==> config.mk <==
export PLATFORM = sky130hd
export DESIGN_NAME = uart_tx_cfg
export DESIGN_NICKNAME = d
export VERILOG_FILES = /design/src/rtl/uart_tx_cfg.sv
export SDC_FILE = /design/constraint.sdc
export NUM_CORES = 1
export LEC_CHECK = 0
export ABC_AREA = 1
export ABC_CLOCK_PERIOD_IN_PS = 1750
export CAP_MARGIN = 30
export CORE_ASPECT_RATIO = 2
export CORE_MARGIN = 4
export CORE_UTILIZATION = 45
export DETAILED_ROUTE_END_ITERATION = 7
export DONT_BUFFER_PORTS = 1
export HOLD_SLACK_MARGIN = 0.1
export PLACE_DENSITY_LB_ADDON = 0.3
export SYNTH_ARGS = -nofsm -noshare
export SYNTH_HDL_FRONTEND = slang
export SYNTH_SLANG_ARGS = --single-unit
==> constraint.sdc <==
create_clock -name i_clk -period 1.75 [get_ports i_clk]
set_input_delay 0.2625 -clock i_clk [delete_from_list [all_inputs] [get_ports i_clk]]
set_output_delay 0.2625 -clock i_clk [all_outputs]
set_load 0.005 [all_outputs]
==> src/rtl/uart_tx_cfg.sv <==
// uart_tx_cfg: UART transmitter with a valid/ready byte interface, runtime frame
// format (data length, parity, one or two stop bits) and OVS ticks per bit.
// Optional feature macro: UART_TX_PARITY_EN builds the PARITY state and honours
// i_par; without it every frame is sent without a parity bit.
module uart_tx_cfg #(
    parameter int DBIT = 8,
    parameter int OVS  = 16,
    parameter int NBW  = $clog2(DBIT + 1)
) (
    input  logic            i_clk,
    input  logic            i_rst,
    input  logic            i_tick,
    input  logic            i_valid,
    input  logic [DBIT-1:0] i_data,
    input  logic [NBW-1:0]  i_nbits,
    input  logic [1:0]      i_par,
    input  logic            i_stop2,
    output logic            o_ready,
    output logic            o_busy,
    output logic            o_done_tx,
    output logic            o_tx
);

    localparam int SW = $clog2(OVS);
    localparam logic [SW-1:0]  S_LAST = SW'(OVS - 1);
    localparam logic [NBW-1:0] NB_MAX = NBW'(DBIT);

`ifdef UART_TX_PARITY_EN
    typedef enum logic [2:0] {IDLE, START, DATA, PARITY, STOP} state_t;
`else
    typedef enum logic [2:0] {IDLE, START, DATA, STOP} state_t;
`endif

    state_t          state;
    logic [SW-1:0]   s;
    logic [NBW-1:0]  n;
    logic [DBIT-1:0] shift;
    logic [NBW-1:0]  nbits_r;
    logic            stop2_r;
    logic            half;
    logic            tx;
    logic            ready;
    logic            busy;
    logic [NBW-1:0]  nbits_clamped;
    logic            last_data;

`ifdef UART_TX_PARITY_EN
    logic [1:0] par_r;
    logic       par_acc;
    logic       parity_on;
    logic       parity_bit;

    // Parity covers only the bits actually shifted out; odd parity inverts the running XOR.
    always_comb begin
        parity_on  = (par_r == 2'b01) || (par_r == 2'b10);
        parity_bit = par_acc ^ shift[0] ^ par_r[1];
    end
`else
    logic unused_par;
    assign unused_par = ^i_par;
`endif

    // A length of zero or beyond the data width means a full-width frame.
    always_comb begin
        nbits_clamped = i_nbits;
        if ((i_nbits == '0) || (i_nbits > NB_MAX)) begin
            nbits_clamped = NB_MAX;
        end
        last_data = (n == (nbits_r - 1'b1));
    end

    // Frame sequencer: every bit lasts exactly OVS ticks; o_tx always shows the bit in progress.
    always_ff @(posedge i_clk) begin
        if (i_rst) begin
            state   <= IDLE;
            s       <= '0;
            n       <= '0;
            shift   <= '0;
            nbits_r <= '0;
            stop2_r <= 1'b0;
            half    <= 1'b0;
            tx      <= 1'b1;
            ready   <= 1'b1;
            busy    <= 1'b0;
`ifdef UART_TX_PARITY_EN
            par_r   <= 2'b00;
            par_acc <= 1'b0;
`endif
        end else begin
            case (state)
                IDLE: begin
                    if (i_valid) begin
                        shift   <= i_data;
                        nbits_r <= nbits_clamped;
                        stop2_r <= i_stop2;
`ifdef UART_TX_PARITY_EN
                        par_r   <= i_par;
                        par_acc <= 1'b0;
`endif
                        s       <= '0;
                        n       <= '0;
                        half    <= 1'b0;
                        tx      <= 1'b0;
                        ready   <= 1'b0;
                        busy    <= 1'b1;
                        state   <= START;
                    end
                end
                START: begin
                    if (i_tick) begin
                        if (s == S_LAST) begin
                            s     <= '0;
                            n     <= '0;
                            tx    <= shift[0];
                            state <= DATA;
                        end else begin
                            s <= s + 1'b1;
                        end
                    end
                end
                DATA: begin
                    if (i_tick) begin
                        if (s == S_LAST) begin
                            s     <= '0;
                            shift <= shift >> 1;
`ifdef UART_TX_PARITY_EN
                            par_acc <= par_acc ^ shift[0];
`endif
                            if (last_data) begin
`ifdef UART_TX_PARITY_EN
                                if (parity_on) begin
                                    tx    <= parity_bit;
                                    state <= PARITY;
                                end else begin
                                    tx    <= 1'b1;
                                    half  <= 1'b0;
                                    state <= STOP;
                                end
`else
                                tx    <= 1'b1;
                                half  <= 1'b0;
                                state <= STOP;
`endif
                            end else begin
                                n  <= n + 1'b1;
                                tx <= shift[1];
                            end
                        end else begin
                            s <= s + 1'b1;
                        end
                    end
                end
`ifdef UART_TX_PARITY_EN
                PARITY: begin
                    if (i_tick) begin
                        if (s == S_LAST) begin
                            s     <= '0;
                            tx    <= 1'b1;
                            half  <= 1'b0;
                            state <= STOP;
                        end else begin
                            s <= s + 1'b1;
                        end
                    end
                end
`endif
                STOP: begin
                    if (i_tick) begin
                        if (s == S_LAST) begin
                            s <= '0;
                            if (!stop2_r || half) begin
                                ready <= 1'b1;
                                busy  <= 1'b0;
                                state <= IDLE;
                            end else begin
                                half <= 1'b1;
                            end
                        end else begin
                            s <= s + 1'b1;
                        end
                    end
                end
                default: begin
                    tx    <= 1'b1;
                    ready <= 1'b1;
                    busy  <= 1'b0;
                    state <= IDLE;
                end
            endcase
        end
    end

    assign o_done_tx = (state == STOP) && i_tick && (s == S_LAST) && (!stop2_r || half);
    assign o_ready   = ready;
    assign o_busy    = busy;
    assign o_tx      = tx;

endmodule
==> results.md, run 1 <==
- Synthesis inferred 27 register bits.
- TritonCTS built the clock tree.
- The number of antenna violations at the first check in global routing is 0.
- The synthesized design contains 0 enable-type register cells.
- Setup violations remaining at the end of the flow were counted as 0.
- The via density per instance is approximately 5.
- The cell type with the largest total area after synthesis is sky130_fd_sc_hd__dfxtp_1.
- STA classifies the critical path startpoint as a flip-flop.
- The area added between synthesis and finish is 7.38%.
- The number of instances in the synthesized netlist is roughly 220.
- The total area inside the core boundary comes to 3450 um^2.
- The die outline area is 4700 um^2.
- For the final database, setup skew stands at 0.00316 ns.
- Counting every sink on the clock net gives 27.
- In this run the remaining antenna-violating nets after routing total 0.
- The number of core rows is 30.
- Power spread over the standard cell area amounts to approximately 1700 nW/um^2.
- The flow ran to the end, and the final reports show no timing, DRC or antenna violations.
- During synthesis, Yosys emitted a total of 0 warnings.
- The routed layout has ~1,400 vias.
- In this run the tool buffered the top-level ports with 0 buffer cells.
- In the routed design, unresolved DRC markers number 0.
- The global router's overall resource usage is 16.0%.
- At the worst endpoint, the arrival time is 1.37 ns.
- The first-pass GRT wire length is approximately 6000 um.
- Among all flip-flop cells after synthesis, the most frequent one is sky130_fd_sc_hd__dfxtp_1.
- The HPWL after detailed placement is approximately 2600 um.
- The pin slew with the least headroom to its limit is 0.537 ns.
- The worst min-delay path class is primary input to flip-flop.
- After detailed routing, the average wire length per cell comes to about 12 um.
- The leakage power figure is ~0.79 nW.
- Data on the critical path is required at its endpoint by ~1.5 ns.
- The overall die width is 50.5 um.
- Setup repair after global routing left no endpoint under its margin.
- The congestion estimate from routability-driven global placement came to slightly above 0.8.
- The number of setup buffers added after CTS is 0.
- The cell area that synthesis handed to floorplanning was roughly 1600 um^2.
- Setup total negative slack on the finished layout was measured at 0 ns.
- The tightest hold margin is approximately 0.14 ns.
- The tree is rooted in a sky130_fd_sc_hd__clkbuf_8.
- The number of pins with negative max-slew slack in the final report is 0.
- The most frequent cell after synthesis is sky130_fd_sc_hd__nand2_1.
- The net count after synthesis is 248.
- The floorplan step set the die height to between 90 and 100 um.
- After layout, the minimum clock period comes to about 1.6 ns.
- The detailed-router iteration count before antenna repair is 4.
- In the final layout, the share of cells above drive strength 1 is about a fifth.
- For this configuration, the core starts out at a cell density of 47.1%.
- Global routing finished with a remaining overflow of 0.
- Of the post-synthesis cell area, the dominant cell type holds between 30% and 40%.
- The antenna diode count is 0.
- The post-route clock period utilization is ~94%.
- The largest buffer count on any clock path is 2.
- Entering global routing, the biggest net connects 16 pins.
- The detailed-route wire length is around 3300 um.
- In this run the number of H-tree levels came out at 1.
- The tool flagged a number of max-cap violations equal to 0.
- The worst max-slew margin expressed relative to the limit is about 64%.
- A synthesized cell averages roughly 7.4 um^2.
- The clock-pin slew on the worst setup and hold paths is 0.10 ns.
- Pin placement for this block handled 23 I/O pins.
- TritonCTS created 3 clock buffers.
- The peak fanout along the critical path is 6.
- The number of hold-slack violations in the final timing report came to 0.
- The count of cell types in the netlist is 35.
- Timing would allow up to between 0.6 and 0.7 GHz.
- By area the synthesized netlist is led by sky130_fd_sc_hd__dfxtp_1 (33%), sky130_fd_sc_hd__nand2_1 (12%), sky130_fd_sc_hd__ha_1 (6.2%).
- At the later pin of the worst-skew pair, clock insertion delay measures ~0.27 ns.
- The share of synthesized flip-flops with an asynchronous set or reset is 0%.
- The initial detailed-routing violation count is 18.
- The count of nets after finishing is roughly 250.
- The worst setup path is of the flip-flop to output pin kind.
- The number of global-route vias before repair came to 1,417.
- STA classifies the critical path endpoint as an output pin.
- IR analysis of the VDD net gives a maximum drop of between 1 and 1.5 mV.
- By count the netlist is led by sky130_fd_sc_hd__nand2_1 (53), sky130_fd_sc_hd__dfxtp_1 (27), sky130_fd_sc_hd__inv_1 (22), sky130_fd_sc_hd__nor2_1 (14), sky130_fd_sc_hd__nand3_1 (11).
- The share of synthesized area occupied by flip-flops and latches is 33.2%.
## critical path, stage by stage, from the launching register on
cell and delay, ns:
sky130_fd_sc_hd__dfxtp_2 0.37, sky130_fd_sc_hd__ha_1 0.29, sky130_fd_sc_hd__nand2_1 0.11, sky130_fd_sc_hd__nor3_1 0.32
## where the power goes
group | switching (W) | leakage (nW) | internal, W | total [W]
registers | 0.000118 | 0.223 | 0.000806 | 0.000924
logic | 0.00102 | 0.538 | 0.000603 | 0.00162
clock network | 0.000203 | 0.0255 | 0.000160 | 0.000363
## worst paths after layout
kind	startpoint	endpoint	slack [ns]	cells after the start
max	state[0]$_SDFFE_PP0P_	o_done_tx	0.11	3
min	i_data[5]	shift[5]$_SDFFE_PP0P_	0.14	2
max reg2reg	nbits_r[0]$_SDFFE_PP0P_	state[1]$_SDFFE_PP0P_	0.17	11
min reg2reg	shift[7]$_SDFFE_PP0P_	shift[7]$_SDFFE_PP0P_	0.47	2
## routing by layer
layer	part of all wire, %	vias to the layer above	routed length [um]	global-route usage, %
li1	-	731	-	-
met1	40	630	1330	16.7
met2	53	27	1750	29.7
met3	4.5	8	150	2.87
met4	2.8	0	93	7.42
met5	0	-	0	0
## cell usage in the layout (no fill, tap or decap), drive strengths merged, types with 2 or more instances in the layout
| cell type | Yosys | routed |
|---|---|---|
| nor2 | 18 | 18 |
| dfxtp | 27 | 27 |
| inv | 29 | 29 |
| o21ai | 16 | 16 |
| ha | 8 | 8 |
| nand2 | 62 | 62 |
| a31oi | 7 | 7 |
| xor2 | 5 | 5 |
| nand3 | 13 | 13 |
| nor3 | 2 | 2 |
| buf | 3 | 4 |
| nand4 | 6 | 6 |
| a211oi | 3 | 3 |
| clkbuf | 2 | 3 |
| a21oi | 12 | 12 |
## sequential cells by signal, indices dropped and copies added, names as in the netlist
| signal | count |
|---|---|
| o_tx | 1 |
| o_busy | 1 |
| state | 2 |
| o_ready | 1 |
| nbits_r | 4 |
| half | 1 |
| s | 4 |
| stop2_r | 1 |
| n | 4 |
| shift | 8 |
## area by class of cell
| cell class | count | area [um^2] |
|---|---|---|
| repair buffers | 5 | 40.0 |
| clock inverters | 1 | 5.00 |
| clock buffers | 3 | 41.3 |
| multi-input cells | 160 | 940 |
| well taps | 48 | 60.1 |
| fillers | 370 | 1710 |
| inverters | 29 | 116 |
| flip-flops and latches | 27 | 544 |
## stage by stage
step | util, % | area (um^2) | cells | total power (W) | setup slack (ns)
5_1_grt | 50.6 | 1750 | 273 | 0.00321 | 0.00276
6_report | 50.6 | 1750 | 273 | 0.00291 | 0.113
2_1_floorplan | - | 1630 | 221 | 0.00228 | 0.209
3_5_place_dp | 48.6 | 1680 | 268 | 0.00254 | 0.0921
3_3_place_gp | 48.6 | 1680 | 268 | 0.00252 | 0.122
4_1_cts | 50.3 | 1740 | 273 | 0.00290 | 0.0671
## logic make-up after synthesis
group                      Yosys count  share of synthesized area, %
and+or+nand+nor                    105                          32.8
AOI/OAI and AO/OA                   41                          15.3
buffers and inverters               34                          9.31
DFF                                 27                          33.2
adders and majority gates            8                          6.15
xor gates and xnor gates             6                          3.23
## what timing repair did
action                     in CTS  in global routing
hold buffers                    1                  0
resized for setup               0                  6
hold endpoints to repair       11                  0
setup endpoints to repair       0                 16
(Power assumes the default switching activity.)
==> inputs of run 2 (changes only) <==
Settings changed: CORE_UTILIZATION 45 to 50, SKIP_LAST_GASP set to 1.
==> results.md, run 2 (synthesis results as in run 1) <==
- The die span in y is between 80 and 90 um.
- The wire length per cell after detailed routing is roughly 13 um.
- The kind of critical path is flip-flop to output pin.
- The final critical path takes up between 90% and 100% of the cycle.
- The pin slew with the least headroom to its limit is between 0.5 and 0.6 ns.
- The flip-flop count of the largest register after layout is 8.
- The via count is approximately 1,400.
- The register ranked first by flip-flop count is shift.
- The port buffer count is 0.
- The largest net degree at the start of global routing is 17.
- The number of global-route vias before repair is approximately 1,500.
- The max capacitance violation total is 0.
- The count of pins on the block boundary is 23.
- Of the cells placed in the final design, the portion with a size suffix greater than 1 is between 20% and 30%.
- Sequential cells account for a little under a third of the total power.
- The number of routed nets with antenna violations is 0.
- The clock tree from TritonCTS is built.
- The number of antenna diodes in the final layout is 0.
- The final worst setup slack is 0.0945 ns.
- The count of nets after finishing is ~250.
- The final weighted congestion in routability-driven placement is ~0.82.
- Counting instances, the worst hold path has a depth of 2.
- The first routing iteration left 37 violations.
- The number of hold-slack violations in the final timing report came to 0.
- The number of core rows is 29.
- The origin of the worst min-delay path is i_nbits[1].
- The first element of the critical path is state[0]$_SDFFE_PP0P_.
- No sink is reached through more buffers than the 2 on the longest clock path.
- The worst max-slew margin expressed relative to the limit is around three fifths.
- The detailed-route wire length is about 3400 um.
- In the layout the commonest cells are sky130_fd_sc_hd__nand2_1 (53), sky130_fd_sc_hd__dfxtp_1 (23), sky130_fd_sc_hd__inv_1 (22), sky130_fd_sc_hd__nor2_1 (11), sky130_fd_sc_hd__nand3_1 (11).
- The destination of the worst hold path is nbits_r[1]$_SDFFE_PP0P_.
- The worst min-delay path class is primary input to flip-flop.
- The tree is rooted in a sky130_fd_sc_hd__clkbuf_8.
- The setup clock skew after layout is roughly 0.0081 ns.
- The number of antenna violations at the first check in global routing is 0.
- The analysis attributes to cell leakage a power of between 0.7 and 0.8 nW.
- The initial utilization of the core area, before any placement, comes to around half.
- Before CTS, the worst setup slack after placement is about 0.062 ns.
- The library cell used most frequently in the layout, excluding fill and tap cells, is sky130_fd_sc_hd__nand2_1.
- The overall die width is 48.3 um.
- The deepest level of the CTS H-tree is 1.
- The area of the core region is approximately 3200 um^2.
- The analysis attributes to net switching a power of approximately 0.0014 W.
- The number of pins with negative max-slew slack in the final report came to 0.
- The die outline area is approximately 4300 um^2.
- The kind of start point of the critical path is a flip-flop.
- In this run, the clock network consumes between 10 and 15% of the power.
- The combinational share of power is a little under three fifths.
- STA puts the critical path data arrival time at around 1.4 ns.
- The leftover overflow at the end of global routing is 0.
- The area added between synthesis and finish is 7.46%.
- Adding up every negative setup slack in the final design gives 0 ns.
- Internal power comes to 0.00160 W.
- The detailed-router iteration count before antenna repair is 4.
- The maximum VDD drop is roughly 1.2 mV.
- The critical path capture point type is an output pin.
- The endpoint identified for the worst register-to-register timing path is n[1]$_SDFFE_PP0P_.
- The number of cells traversed by the worst register-to-register path is 10.
- Setup repair after global routing could not meet its margin everywhere.
- The worst path in the final design needs a cycle of ~1.7 ns, including I/O delays and setup.
- The peak clock frequency supported by timing is 0.604 GHz.
- In this run the power density over the cells is ~1700 nW/um^2.
- The first-pass GRT wire length is slightly above 6000 um.
- Final hold analysis gives a worst-case slack of between 0.1 and 0.15 ns.
- The worst-case register-to-register setup slack is 0.12 ns.
- Of the total power, the share spent switching nets is 46.3%.
- The completed layout was analyzed and its total power is roughly 0.0030 W.
- The number of sinks driven by the clock tree is 27.
- Detailed placement ended at an HPWL of ~2600 um.
- The peak fanout along the critical path is 6.
- The flow ran to the end, and the final reports show no timing, DRC or antenna violations.
- After detailed routing, the number of vias per cell comes to 5.54.
- The required arrival time at the worst endpoint is approximately 1.5 ns.
- The number of filler instances in the final layout is around 310.
- Global routing used 17.1% of the available tracks.
- For this run, design rule violations remaining after detail routing come to 0.
- The startpoint of the most critical register-to-register path is state[0]$_SDFFE_PP0P_.
- Setup violations remaining at the end of the flow were counted as 0.
- The clock-pin slew on the worst setup and hold paths is roughly 0.1 ns.
- The clock buffer count from CTS is 3.
- The clock insertion delay at the later pin of the skew report is 0.27 ns.
-- run 2: how the worst max path moves through the flow --
stage | to | cells after the start
6_report | o_done_tx | 3
5_1_grt | o_tx$_SDFFE_PP1P_ | 10
4_1_cts | state[0]$_SDFFE_PP0P_ | 9
3_5_place_dp | state[0]$_SDFFE_PP0P_ | 9
3_3_place_gp | state[1]$_SDFFE_PP0P_ | 9
2_1_floorplan | n[2]$_SDFFE_PP0P_ | 11
-- run 2: metal layers --
| metal | global-route usage [%] | up-vias | wire length, um |
|---|---|---|---|
| li1 | - | 732 | - |
| met1 | 17.8 | 659 | 1330 |
| met2 | 32.9 | 20 | 1860 |
| met3 | 2.19 | 6 | 116 |
| met4 | 8.06 | 0 | 78 |
| met5 | 0 | - | 0 |
-- run 2: area by class of cell --
| type | count | area [um^2] | share of cell area [%] |
|---|---|---|---|
| clock buffer | 3 | 41.3 | 2.36 |
| clock inverter | 1 | 7.51 | 0.429 |
| inverter | 29 | 116 | 6.66 |
| multi-input combinational | 160 | 958 | 54.8 |
| sequential | 27 | 546 | 31.2 |
| tap | 31 | 38.8 | 2.22 |
| timing repair buffer | 5 | 40.0 | 2.29 |
-- run 2: through the flow --
step / util, % / instance area [um^2] / cells
floorplan: - / 1630 / 221
global placement: 52.5 / 1660 / 251
global route: 55.4 / 1750 / 256
finish: 55.4 / 1750 / 256
detailed placement: 52.5 / 1660 / 251
CTS: 54.4 / 1720 / 256
-- run 2: power by group through the flow --
stage	Clock, W	Combinational, W	Sequential (W)
after floorplan	0	0.00138	0.000902
after global placement	0	0.00160	0.000931
after detailed placement	0	0.00162	0.000934
after CTS	0.000376	0.00163	0.000921
after global routing	0.000400	0.00194	0.000951
final	0.000364	0.00170	0.000927
-- run 2: repair_timing --
action	in CTS	in global routing
setup endpoints to repair	0	18
gates resized for setup	0	11
hold buffers	1	0
buffers inserted	0	0
hold endpoints to repair	11	0
-- run 2: critical path: stages, from the launching register on --
cell	delay, ns
sky130_fd_sc_hd__dfxtp_2	0.37
sky130_fd_sc_hd__ha_1	0.35
sky130_fd_sc_hd__nand2_1	0.12
sky130_fd_sc_hd__nor3_1	0.29
